### src/rtl/ddr_cmd_sequencer_if.sv
// Request handshake plus DDR4 command/address pin bundle.
// slave: sequencer side (takes requests, drives pins); master: front end / DIMM side.
interface ddr_cmd_sequencer_if;
  logic        req_valid;
  logic        req_ready;
  logic        req_wr;
  logic        req_bl8;
  logic [1:0]  req_bg;
  logic [1:0]  req_ba;
  logic [16:0] req_row;
  logic [9:0]  req_col;
  logic        cs_n;
  logic        act_n;
  logic        RAS_n_A16;
  logic        CAS_n_A15;
  logic        WE_n_A14;
  logic        A13;
  logic        A12_BC_n;
  logic        A11;
  logic        A10_AP;
  logic [9:0]  A9_A0;
  logic [1:0]  bg_addr;
  logic [1:0]  ba_addr;
  logic        cmd_done;

  modport slave (
    input  req_valid, req_wr, req_bl8, req_bg, req_ba, req_row, req_col,
    output req_ready, cs_n, act_n, RAS_n_A16, CAS_n_A15, WE_n_A14,
    output A13, A12_BC_n, A11, A10_AP, A9_A0, bg_addr, ba_addr, cmd_done
  );

  modport master (
    output req_valid, req_wr, req_bl8, req_bg, req_ba, req_row, req_col,
    input  req_ready, cs_n, act_n, RAS_n_A16, CAS_n_A15, WE_n_A14,
    input  A13, A12_BC_n, A11, A10_AP, A9_A0, bg_addr, ba_addr, cmd_done
  );
endinterface

### src/rtl/ddr_cmd_sequencer.sv
// Turns single RD/WR requests into DDR4 PRE/ACT/CAS pin sequences.
// Ports: CK_t, reset (sync, active high), bus (request handshake + command pins).
module ddr_cmd_sequencer #(
  parameter int T_RCD = 4,
  parameter int T_RP  = 4,
  parameter int T_CCD = 4
) (
  input logic CK_t,
  input logic reset,
  ddr_cmd_sequencer_if.slave bus
);
  localparam int MAXW = (T_RP > T_RCD) ? T_RP : T_RCD;
  localparam int CW   = $clog2(MAXW) + 1;
  localparam int CCW  = $clog2(T_CCD) + 1;

  localparam logic [4:0] C_NOP = 5'b11111;
  localparam logic [4:0] C_PRE = 5'b01010;

  typedef enum logic [2:0] {
    IDLE, PRE, WAIT_RP, ACT, WAIT_RCD, WAIT_CCD, CAS
  } state_e;

  state_e      state_q, state_d;
  logic [4:0]  cmd_q, cmd_d;
  logic [13:0] adr_q, adr_d;
  logic [1:0]  pbg_q, pbg_d;
  logic [1:0]  pba_q, pba_d;
  logic        done_q, done_d;
  logic        rdy_q, rdy_d;
  logic [CW-1:0]  cnt_q, cnt_d;
  logic [CCW-1:0] ccd_q, ccd_d;
  logic [15:0] vld_q, vld_d;
  logic [16:0] row_q [16];
  logic [16:0] row_d [16];
  logic        r_wr_q, r_wr_d;
  logic        r_bl8_q, r_bl8_d;
  logic [1:0]  r_bg_q, r_bg_d;
  logic [1:0]  r_ba_q, r_ba_d;
  logic [16:0] r_row_q, r_row_d;
  logic [9:0]  r_col_q, r_col_d;

  logic [3:0] in_idx;
  logic [3:0] r_idx;
  logic       accept;
  logic       ccd_ok;

  assign in_idx = {bus.req_bg, bus.req_ba};
  assign r_idx  = {r_bg_q, r_ba_q};
  assign accept = bus.req_valid && rdy_q;
  // Decided one edge before the CAS reaches the pins, so look one count ahead.
  assign ccd_ok = (int'(ccd_q) + 1) >= T_CCD;

  always_comb begin
    state_d = state_q;
    cmd_d   = C_NOP;
    adr_d   = '0;
    pbg_d   = '0;
    pba_d   = '0;
    done_d  = 1'b0;
    cnt_d   = cnt_q;
    ccd_d   = (ccd_q < CCW'(T_CCD)) ? ccd_q + CCW'(1) : ccd_q;
    vld_d   = vld_q;
    row_d   = row_q;
    r_wr_d  = r_wr_q;
    r_bl8_d = r_bl8_q;
    r_bg_d  = r_bg_q;
    r_ba_d  = r_ba_q;
    r_row_d = r_row_q;
    r_col_d = r_col_q;
    unique case (state_q)
      IDLE: begin
        if (accept) begin
          r_wr_d  = bus.req_wr;
          r_bl8_d = bus.req_bl8;
          r_bg_d  = bus.req_bg;
          r_ba_d  = bus.req_ba;
          r_row_d = bus.req_row;
          r_col_d = bus.req_col;
          if (!vld_q[in_idx])
            state_d = ACT;
          else if (row_q[in_idx] != bus.req_row)
            state_d = PRE;
          else
            state_d = ccd_ok ? CAS : WAIT_CCD;
        end
      end
      PRE: begin
        cmd_d = C_PRE;
        pbg_d = r_bg_q;
        pba_d = r_ba_q;
        vld_d[r_idx] = 1'b0;
        if (T_RP == 1) begin
          state_d = ACT;
        end else begin
          state_d = WAIT_RP;
          cnt_d   = CW'(T_RP - 1);
        end
      end
      WAIT_RP: begin
        if (cnt_q == CW'(1)) state_d = ACT;
        else cnt_d = cnt_q - CW'(1);
      end
      ACT: begin
        cmd_d = {2'b00, r_row_q[16:14]};
        adr_d = r_row_q[13:0];
        pbg_d = r_bg_q;
        pba_d = r_ba_q;
        vld_d[r_idx] = 1'b1;
        row_d[r_idx] = r_row_q;
        if (T_RCD == 1) begin
          state_d = ccd_ok ? CAS : WAIT_CCD;
        end else begin
          state_d = WAIT_RCD;
          cnt_d   = CW'(T_RCD - 1);
        end
      end
      WAIT_RCD: begin
        if (cnt_q == CW'(1)) state_d = ccd_ok ? CAS : WAIT_CCD;
        else cnt_d = cnt_q - CW'(1);
      end
      WAIT_CCD: begin
        if (ccd_ok) state_d = CAS;
      end
      CAS: begin
        cmd_d  = {4'b0110, ~r_wr_q};
        adr_d  = {1'b0, r_bl8_q, 2'b00, r_col_q};
        pbg_d  = r_bg_q;
        pba_d  = r_ba_q;
        done_d = 1'b1;
        ccd_d  = CCW'(1);
        state_d = IDLE;
      end
      default: state_d = IDLE;
    endcase
    rdy_d = (state_d == IDLE);
  end

  always_ff @(posedge CK_t) begin
    row_q <= row_d;
    if (reset) begin
      state_q <= IDLE;
      cmd_q   <= C_NOP;
      adr_q   <= '0;
      pbg_q   <= '0;
      pba_q   <= '0;
      done_q  <= 1'b0;
      rdy_q   <= 1'b0;
      cnt_q   <= '0;
      ccd_q   <= CCW'(T_CCD);
      vld_q   <= '0;
      r_wr_q  <= 1'b0;
      r_bl8_q <= 1'b0;
      r_bg_q  <= '0;
      r_ba_q  <= '0;
      r_row_q <= '0;
      r_col_q <= '0;
    end else begin
      state_q <= state_d;
      cmd_q   <= cmd_d;
      adr_q   <= adr_d;
      pbg_q   <= pbg_d;
      pba_q   <= pba_d;
      done_q  <= done_d;
      rdy_q   <= rdy_d;
      cnt_q   <= cnt_d;
      ccd_q   <= ccd_d;
      vld_q   <= vld_d;
      r_wr_q  <= r_wr_d;
      r_bl8_q <= r_bl8_d;
      r_bg_q  <= r_bg_d;
      r_ba_q  <= r_ba_d;
      r_row_q <= r_row_d;
      r_col_q <= r_col_d;
    end
  end

  assign bus.req_ready = rdy_q;
  assign {bus.cs_n, bus.act_n, bus.RAS_n_A16, bus.CAS_n_A15, bus.WE_n_A14} = cmd_q;
  assign {bus.A13, bus.A12_BC_n, bus.A11, bus.A10_AP, bus.A9_A0} = adr_q;
  assign bus.bg_addr  = pbg_q;
  assign bus.ba_addr  = pba_q;
  assign bus.cmd_done = done_q;
endmodule

### src/flat_wrapper.sv
// flat-port wrapper written by rule: the top's interface ports become plain ports
module ddr_cmd_sequencer_flat 
#(
  parameter int T_RCD = 4,
  parameter int T_RP  = 4,
  parameter int T_CCD = 4
)
  (CK_t, reset, bus_req_valid, bus_req_wr, bus_req_bl8, bus_req_bg, bus_req_ba, bus_req_row, bus_req_col, bus_req_ready, bus_cs_n, bus_act_n, bus_RAS_n_A16, bus_CAS_n_A15, bus_WE_n_A14, bus_A13, bus_A12_BC_n, bus_A11, bus_A10_AP, bus_A9_A0, bus_bg_addr, bus_ba_addr, bus_cmd_done);
  ddr_cmd_sequencer_if bus_i ();
  input logic CK_t;
  input logic reset;
  input wire logic [$bits(bus_i.req_valid)-1:0] bus_req_valid;
  input wire logic [$bits(bus_i.req_wr)-1:0] bus_req_wr;
  input wire logic [$bits(bus_i.req_bl8)-1:0] bus_req_bl8;
  input wire logic [$bits(bus_i.req_bg)-1:0] bus_req_bg;
  input wire logic [$bits(bus_i.req_ba)-1:0] bus_req_ba;
  input wire logic [$bits(bus_i.req_row)-1:0] bus_req_row;
  input wire logic [$bits(bus_i.req_col)-1:0] bus_req_col;
  output wire logic [$bits(bus_i.req_ready)-1:0] bus_req_ready;
  output wire logic [$bits(bus_i.cs_n)-1:0] bus_cs_n;
  output wire logic [$bits(bus_i.act_n)-1:0] bus_act_n;
  output wire logic [$bits(bus_i.RAS_n_A16)-1:0] bus_RAS_n_A16;
  output wire logic [$bits(bus_i.CAS_n_A15)-1:0] bus_CAS_n_A15;
  output wire logic [$bits(bus_i.WE_n_A14)-1:0] bus_WE_n_A14;
  output wire logic [$bits(bus_i.A13)-1:0] bus_A13;
  output wire logic [$bits(bus_i.A12_BC_n)-1:0] bus_A12_BC_n;
  output wire logic [$bits(bus_i.A11)-1:0] bus_A11;
  output wire logic [$bits(bus_i.A10_AP)-1:0] bus_A10_AP;
  output wire logic [$bits(bus_i.A9_A0)-1:0] bus_A9_A0;
  output wire logic [$bits(bus_i.bg_addr)-1:0] bus_bg_addr;
  output wire logic [$bits(bus_i.ba_addr)-1:0] bus_ba_addr;
  output wire logic [$bits(bus_i.cmd_done)-1:0] bus_cmd_done;
  assign bus_i.req_valid = bus_req_valid;
  assign bus_i.req_wr = bus_req_wr;
  assign bus_i.req_bl8 = bus_req_bl8;
  assign bus_i.req_bg = bus_req_bg;
  assign bus_i.req_ba = bus_req_ba;
  assign bus_i.req_row = bus_req_row;
  assign bus_i.req_col = bus_req_col;
  assign bus_req_ready = bus_i.req_ready;
  assign bus_cs_n = bus_i.cs_n;
  assign bus_act_n = bus_i.act_n;
  assign bus_RAS_n_A16 = bus_i.RAS_n_A16;
  assign bus_CAS_n_A15 = bus_i.CAS_n_A15;
  assign bus_WE_n_A14 = bus_i.WE_n_A14;
  assign bus_A13 = bus_i.A13;
  assign bus_A12_BC_n = bus_i.A12_BC_n;
  assign bus_A11 = bus_i.A11;
  assign bus_A10_AP = bus_i.A10_AP;
  assign bus_A9_A0 = bus_i.A9_A0;
  assign bus_bg_addr = bus_i.bg_addr;
  assign bus_ba_addr = bus_i.ba_addr;
  assign bus_cmd_done = bus_i.cmd_done;
  ddr_cmd_sequencer #(.T_RCD(T_RCD), .T_RP(T_RP), .T_CCD(T_CCD)) u_core (.CK_t(CK_t), .reset(reset), .bus(bus_i));
endmodule
### config.mk
export PLATFORM = sky130hd
export DESIGN_NAME = ddr_cmd_sequencer_flat
export DESIGN_NICKNAME = d
export VERILOG_FILES = /design/src/rtl/ddr_cmd_sequencer_if.sv /design/src/rtl/ddr_cmd_sequencer.sv /design/src/flat_wrapper.sv
export SDC_FILE = /design/constraint.sdc
export NUM_CORES = 1
export LEC_CHECK = 0
export CORE_ASPECT_RATIO = 1.25
export CORE_MARGIN = 2
export CORE_UTILIZATION = 30
export CTS_BUF_LIST = sky130_fd_sc_hd__clkbuf_8
export DETAILED_ROUTE_END_ITERATION = 8
export PLACE_DENSITY = 0.5
export REMOVE_ABC_BUFFERS = 1
export SYNTH_ARGS = -nofsm -noshare
export SYNTH_HDL_FRONTEND = slang
export SYNTH_SLANG_ARGS = --single-unit
### constraint.sdc
create_clock -name CK_t -period 2.92 [get_ports CK_t]
set_input_delay 0.584 -clock CK_t [delete_from_list [all_inputs] [get_ports CK_t]]
set_output_delay 0.584 -clock CK_t [all_outputs]
set_load 0.005 [all_outputs]
# After elaboration in Yosys (flattened, before gate mapping)

Index checks and enable logic that the tools add are counted.

Add/sub/neg operators: 3
Order comparisons: 8
Equal/unequal tests: 9
Multiplexer cells: 26
Bitwise operators: 7
Reduce and logical (&&, ||, !) cells: 15

Operators by type and width:

| cell                | number |
|---|---|
| $bwmux 272          | 1 |
| $bmux 17 s4         | 1 |
| $demux 17 s4        | 1 |
| $mux 17             | 3 |
| $ge 32x4->1 const B | 1 |
| $pmux 16 s2         | 1 |
| $pmux 14 s2         | 1 |
| $mux 3              | 9 |
| $pmux 3 s6          | 1 |
| $ne 17x17->1        | 1 |
| $and 16x16->16      | 1 |
| $not 16->16         | 1 |
| $or 16x16->16       | 1 |
| $pmux 5 s3          | 1 |
| $ge 5x5->1 const B  | 2 |
| $lt 4x5->1 const B  | 2 |
| $not 4->5           | 2 |
| $eq 3x3->1 const B  | 3 |
| $reduce_or 2->1     | 4 |
| $eq 3x1->1 const B  | 2 |
| $eq 3x2->1 const B  | 2 |
| $logic_not 3->1     | 2 |
| $pmux 3 s2          | 1 |
| $reduce_bool 2->1   | 3 |
| 15 further kinds    | 21 |

Bits in registers: 355
Bits of input ports: 36
Output and inout port bits: 25
Logic and storage cells: 101

# Longest topological paths before layout

Gate-level depths: netlist (run 1).

Depth after elaboration: 10
Mapped depth: 12

# Least setup slack after synthesis (run 1)

OpenSTA, ideal clock, no wires.

Path type: input to register
Start point: input bus_req_ba[0]
End point: register u_core.state_q[0]
Data arrival time: 2483 ps
Setup slack: 322 ps
Cell stages on the path: 11
Buffers on the path: 3
Path through: buf_6 -> buf_8 -> buf_6 -> mux2i_1 -> a221oi_1 -> o21a_1 -> o32ai_2 -> xnor2_1 -> nor4_2 -> nand4_1 -> o21a_1

Longest elaborated chain between the ends: 9

RTL lines:

| element                                     | line                     | source |
|---|---|---|
| start: declaration                          | flat_wrapper.sv:16       | `input wire logic [$bits(bus_i.req_ba)-1:0] bus_req_ba;` |
| $not 4->5 (implied by the code)             | ddr_cmd_sequencer.sv:81  | `else if (row_q[in_idx] != bus.req_row)` |
| $bmux 17 s4                                 | ddr_cmd_sequencer.sv:81  |  |
| $mux 17 (implied by the code) (2 in series) | ddr_cmd_sequencer.sv:81  |  |
| $ne 17x17->1                                | ddr_cmd_sequencer.sv:81  |  |
| $mux 3                                      | ddr_cmd_sequencer.sv:81  |  |
| $mux 3 (*)                                  | ddr_cmd_sequencer.sv:79  | `if (!vld_q[in_idx])` |
| $mux 3 (*)                                  | ddr_cmd_sequencer.sv:72  | `if (accept) begin` |
| $pmux 3 s6 (*)                              | ddr_cmd_sequencer.sv:70  | `unique case (state_q)` |
| end signal: assignment                      | ddr_cmd_sequencer.sv:158 | `state_q <= state_d;` |
| end: declaration                            | ddr_cmd_sequencer.sv:23  | `state_e state_q, state_d;` |

Every way passes the cells marked *; elsewhere a longest branch is shown, timed or not. The select of a mux whose other input is x is not followed.
A chain may end at the register's enable or synchronous reset.

# Worst setup path in the final report (run 1)

Start point: input bus_req_ba[0]
End point: register u_core.state_q[1]

Same word-level chain as after synthesis.

==> impl_metrics.ini, run 1 <==
[outcome]
status = finished, final reports clean

[clock_network]
postCtsHoldBufs = 0
cts.sinks = 355
cts.repair.resized = 0
h-tree-depth = 2
clk_latency_ns = 0.61
cts_buffer_depth = 3
clk_pin_slew_ns = 0.06
post_cts_buffers = 0
cts_root_buffer = clkbuf_8
numCtsBuffers = 59
cts_tree = yes

[die]
die_h_um = 244.9
coreArea_mm2 = 0.04602
start_util_pct = 30.26
rows = 88
die_area_mm2 = 0.04818
die_w_um = 196.7
ioPinCount = 61

[final_layout]
fin_cells = 1694
mostFrequentLayoutCells = edfxtp_1 (272), nand2_1 (96), dfxtp_1 (83)
design_area_mm2 = 0.01708
area_delta_synth_final_pct = 22.65
drive_gt1_share_pct = 22.29
nNetsFinal = 1098
final_common_cell = edfxtp_1

[critical_path]
ff2ff_setup_slack_ns = 0.24
criticalPathCategory = primary input to flop
crit_path_max_fanout = 11
r2r_start = u_core.row_q[170]
cp_top_family = buffers and inverters
start_kind = primary input
crit_buf_inv = 4
ff2ff_path_depth = 10
critPathCaptureType = flop
arrival_ns = 3.20
cp_slowest_stage_delay_ns = 0.54
crit_slowest_cell = mux4_2
crit_required_ns = 3.42
path_cells = buf_6 > buf_4 > buf_4 > mux4_2 > nor2_1 > nor2_1 > o21ai_0 > nor2_1 > nor4_1 > nand4_1 > buf_4 > o41ai_2
worstReg2RegEnd = u_core.state_q[1]

[global_routing]
grt_pass1_vias = 8393
antenna_found_initial = 0
grt_pass1_wl_mm = 55.68
grt_overflow = 0
grtUsageTotal_pct = 15.88
grt_max_degree = 28

[logic_synthesis]
post_synth.cell_area_avg_um2 = 15.56
synth_edf_count = 272
synth_seq_area_share_pct = 70.57
ys_types = 46
yosysWarnings = 0
syn-cell-area_mm2 = 0.01393
async_flop_share_pct = 0
synth.ff_latch_count = 355
syn_inst = 895
synth_top_flop_cell = edfxtp_1

[placed_design]
dp_slack_ns = -0.3558
portBuffers = 60
place_hpwl_mm = 23.57
gp_congestion = 0.7997
dp_cells = 1582
dpl_cell_area_mm2 = 0.01587

[run]
cap_violations = 0

[worst_hold_path]
holdPathStages = 2
min_from = reset
whs_endpoint = u_core.adr_q[4]
min_path_type = primary input to flop

[drt]
wl_per_cell_um = 22.30
drc = 0
dr.pass1.iters = 4
ant_nets = 0
drt-initial-drc-count = 588
routed_wl_mm = 37.78
vias_per_cell = 4.804
vias = 8138

[sta]
fin_worst_skew_ns = 0.01795
maxSlewViolCount = 0
tightest_slew_ns = 0.7386
fin_crit_sh_pct = 92.39
slew_headroom_pct = 50.69
setup_viol = 0
hold_violations = 0
max_freq_ghz = 0.3707
grt_setup_unrepaired = false
fin_crit_ns = 2.698
setup_ws_ns = 0.2222
holdWs_ns = 0.4493

[pwr]
p_leak_nw = 5.957
power.density_mw_per_mm2 = 667.4
p_total_mw = 11.40
vdd_ir_drop_max_uv = 447.5
## layout make-up
| class | instances | area (um2) |
|---|---|---|
| Clock buffer | 70 | 963.4 |
| Clock inverter | 41 | 247.7 |
| Sequential cell | 355 | 9829 |
| Fill cell | 4412 | 28940 |
| Antenna cell | 1 | 2.502 |
| Inverter | 10 | 37.54 |
| Multi-Input combinational cell | 480 | 3855 |
| Tap cell | 585 | 732.0 |
| Timing Repair Buffer | 152 | 1415 |
## sequential cells by signal (all words and copies together), names as in the netlist, named ones only
| register | count |
|---|---|
| u_core.cmd_q | 5 |
| u_core.r_col_q | 10 |
| u_core.row_q | 272 |
| u_core.r_bg_q | 2 |
| u_core.adr_q | 14 |
| u_core.r_bl8_q | 1 |
| u_core.bus.bg_addr | 2 |
| u_core.bus.req_ready | 1 |
| u_core.r_ba_q | 2 |
| u_core.ccd_q | 3 |
| u_core.r_wr_q | 1 |
| u_core.state_q | 3 |
| u_core.r_row_q | 17 |
| u_core.cnt_q | 3 |
| u_core.bus.ba_addr | 2 |
| u_core.bus.cmd_done | 1 |
## cell usage after synthesis (5+ instances only)
cell / instances / area (um2)
and3_1: 5 / 31.28
and2_1: 6 / 37.54
a221oi_1: 12 / 105.1
nand4_1: 5 / 31.28
o21a_1: 10 / 75.07
nor3_1: 10 / 50.05
inv_1: 9 / 33.78
dfxtp_1: 83 / 1662
a21oi_1: 55 / 275.3
xnor2_1: 19 / 166.4
nand3_1: 9 / 45.04
a22o_1: 7 / 61.31
a22oi_1: 18 / 135.1
edfxtp_1: 272 / 8168
nand2b_1: 5 / 31.28
buf_4: 6 / 45.04
nand2_1: 96 / 360.4
xor2_1: 12 / 105.1
mux2_2: 6 / 67.56
o21ai_0: 10 / 50.05
clkbuf_1: 32 / 120.1
nor2b_1: 8 / 50.05
nor2_1: 44 / 165.2
mux2i_1: 66 / 660.6
mux4_2: 46 / 1036
## through the flow
stage                     util [%]  setup TNS (ns)
after floorplan                  -          -14.72
after global placement       34.48          -1.035
after detailed placement     34.48         -0.9680
after CTS                    37.11               0
after global routing         37.11               0
final                        37.12               0
## layer usage
metal	global-route usage, %	share of wire (%)	vias up	wire length (um)
met3	2.391	4.1	45	1565
met2	27.06	50	174	18860
li1	-	-	3757	-
met5	0	0	-	0
met4	4.025	1.5	0	571
met1	21.23	44	4162	16780
## worst max path at each step
| stage | startpoint | end | slack (ns) | cells past startpoint |
|---|---|---|---|---|
| 2_1_floorplan | bus_req_valid | u_core.state_q[2] | -0.48 | 4 |
| 3_3_place_gp | bus_req_ba[0] | u_core.state_q[0] | -0.39 | 12 |
| 3_5_place_dp | bus_req_ba[0] | u_core.state_q[1] | -0.36 | 12 |
| 4_1_cts | u_core.row_q[170] | u_core.state_q[1] | 0.24 | 10 |
| 5_1_grt | bus_req_ba[0] | u_core.state_q[1] | 0.08 | 12 |
| 6_report | bus_req_ba[0] | u_core.state_q[1] | 0.22 | 12 |
## kinds of logic after synthesis
logic type	synth area share, %
flip-flops	70.57
AND/OR/NAND/NOR	6.405
AO/OA/AOI/OAI	5.938
multiplexers	12.67
buffers and inverters	2.111
XOR/XNOR	1.949
adder cells (fa/ha/maj)	0.3593
## power breakdown
| part | total, mW | internal, mW | switching (mW) | leakage (nW) |
|---|---|---|---|---|
| Combinational | 1.06 | 0.447 | 0.612 | 2.08 |
| Clock | 4.43 | 2.43 | 1.99 | 0.712 |
| Sequential | 5.92 | 5.67 | 0.242 | 3.17 |
| Total | 11.4 | 8.56 | 2.85 | 5.96 |
No activity file was read; power rests on OpenSTA's default activity.
==> run 2: changes to the inputs <==
- REMOVE_ABC_BUFFERS: 1 -> not set
==> run 2 against run 1 <==
Clock power increased by 1%. Total power grew 0.61%. Non-clock buffer count did not move. Worst hold slack gained 0.0065 ns. Combinational power is essentially flat. Critical path type unchanged.
==> impl_metrics.ini, run 2 (same netlist as run 1, synthesis figures left out) <==
[worst_hold_path]
min_path_type = flop to flop

[sta]
slew_headroom_pct = 47.77
hold_violations = 0
tightest_slew_ns = 0.7824
setup_viol = 0
fin_crit_sh_pct = 88.81
holdWs_ns = 0.4558
maxSlewViolCount = 0
fin_worst_skew_ns = 0.02759
setup_ws_ns = 0.3268
grt_setup_unrepaired = false
max_freq_ghz = 0.3856
fin_crit_ns = 2.593

[die]
die_w_um = 196.7
die_h_um = 244.9
rows = 88
coreArea_mm2 = 0.04602
die_area_mm2 = 0.04818
start_util_pct = 30.26
ioPinCount = 61

[clock_network]
clk_latency_ns = 0.60
cts.repair.resized = 0
cts_buffer_depth = 3
numCtsBuffers = 54
postCtsHoldBufs = 0
clk_pin_slew_ns = 0.06
post_cts_buffers = 0
h-tree-depth = 2
cts_tree = yes
cts_root_buffer = clkbuf_8
cts.sinks = 355

[final_layout]
regMostFlops = u_core.row_q
num-fill-cells = 4404
largestRegisters = u_core.row_q: 272 flops, u_core.r_row_q: 17 flops, u_core.adr_q: 14 flops
final_common_cell = edfxtp_1
drive_gt1_share_pct = 22.57
nNetsFinal = 1093
mostFrequentLayoutCells = edfxtp_1 (272), nand2_1 (96), dfxtp_1 (83)
area_delta_synth_final_pct = 22.71
largest_register_ffs = 272
design_area_mm2 = 0.01709

[global_routing]
grt_overflow = 0
grt_pass1_vias = 8534
grtUsageTotal_pct = 15.76
grt_max_degree = 31
grt_pass1_wl_mm = 55.72
antenna_found_initial = 1

[outcome]
status = finished, final reports clean

[critical_path]
setup.worst_path.start = bus_req_ba[0]
worstReg2RegEnd = u_core.state_q[1]
start_kind = primary input
crit_required_ns = 3.43
setup.worst_path.end = u_core.state_q[1]
criticalPathCategory = primary input to flop
crit_path_max_fanout = 9
arrival_ns = 3.10
ff2ff_setup_slack_ns = 0.44
ff2ff_path_depth = 9
r2r_start = u_core.row_q[140]
critPathCaptureType = flop

[logic_synthesis]
syn_nets = 935

[pwr]
power.density_mw_per_mm2 = 671.1
p_leak_nw = 5.946
vdd_ir_drop_max_uv = 329.0

[placed_design]
dp_slack_ns = -0.3464
dpl_cell_area_mm2 = 0.01587
portBuffers = 60
gp_congestion = 0.7946
place_hpwl_mm = 23.99

[drt]
wl_per_cell_um = 22.22
vias_per_cell = 4.809
drc = 0
routed_wl_mm = 37.44
dr.pass1.iters = 4
drt-initial-drc-count = 493
vias = 8104
ant_nets = 0

[run]
cap_violations = 0
## run 2: final cells by class
type | count | area [um2] | share of cell area, %
antenna | 1 | 2.502 | 0.01464
clock buffer | 72 | 991.0 | 5.798
clock inverter | 30 | 225.2 | 1.318
inverter | 10 | 37.54 | 0.2196
multi-input combinational | 480 | 3846 | 22.50
sequential | 355 | 9829 | 57.51
tap | 585 | 732.0 | 4.283
timing repair buffer | 152 | 1428 | 8.353
## run 2: worst min-delay path by stage
stage	start	end	cells after the start
2_1_floorplan	u_core.r_bl8_q	u_core.r_bl8_q	2
3_3_place_gp	u_core.r_col_q[3]	u_core.r_col_q[3]	2
3_5_place_dp	u_core.r_col_q[0]	u_core.r_col_q[0]	2
4_1_cts	reset	u_core.adr_q[9]	2
5_1_grt	u_core.r_col_q[9]	u_core.r_col_q[9]	2
6_report	u_core.r_col_q[1]	u_core.r_col_q[1]	2
## run 2: routing by layer
layer	GRT usage (%)	wire length, um	vias up
li1	-	-	3730
met2	28.59	19540	207
met1	18.94	15460	4106
met5	0	0	-
met4	5.219	953	0
met3	2.569	1484	61
## run 2: worst max-delay path, stage by stage
cell	delay [ns]
buf_6	0.13
buf_12	0.15
buf_12	0.14
mux4_2	0.50
nor2_1	0.16
nor2_1	0.06
o21ai_0	0.36
nor2_1	0.08
nor4_1	0.31
nand4_1	0.20
buf_4	0.19
o41ai_2	0.19
## run 2: where the power goes
group	internal, mW	switching [mW]	total [mW]
Clock	2.55	1.93	4.48
Sequential	5.67	0.252	5.92
Combinational	0.453	0.612	1.06
## run 2: metrics by stage
step | util [%] | total power, mW | std cells | TNS, ns
after floorplan | - | 6.553 | 895 | 0
after global placement | 34.49 | 7.088 | 1582 | -0.8569
after detailed placement | 34.49 | 7.105 | 1582 | -0.9197
after CTS | 37.13 | 11.60 | 1684 | 0
after global routing | 37.14 | 11.93 | 1685 | 0
final | 37.14 | 11.47 | 1685 | 0
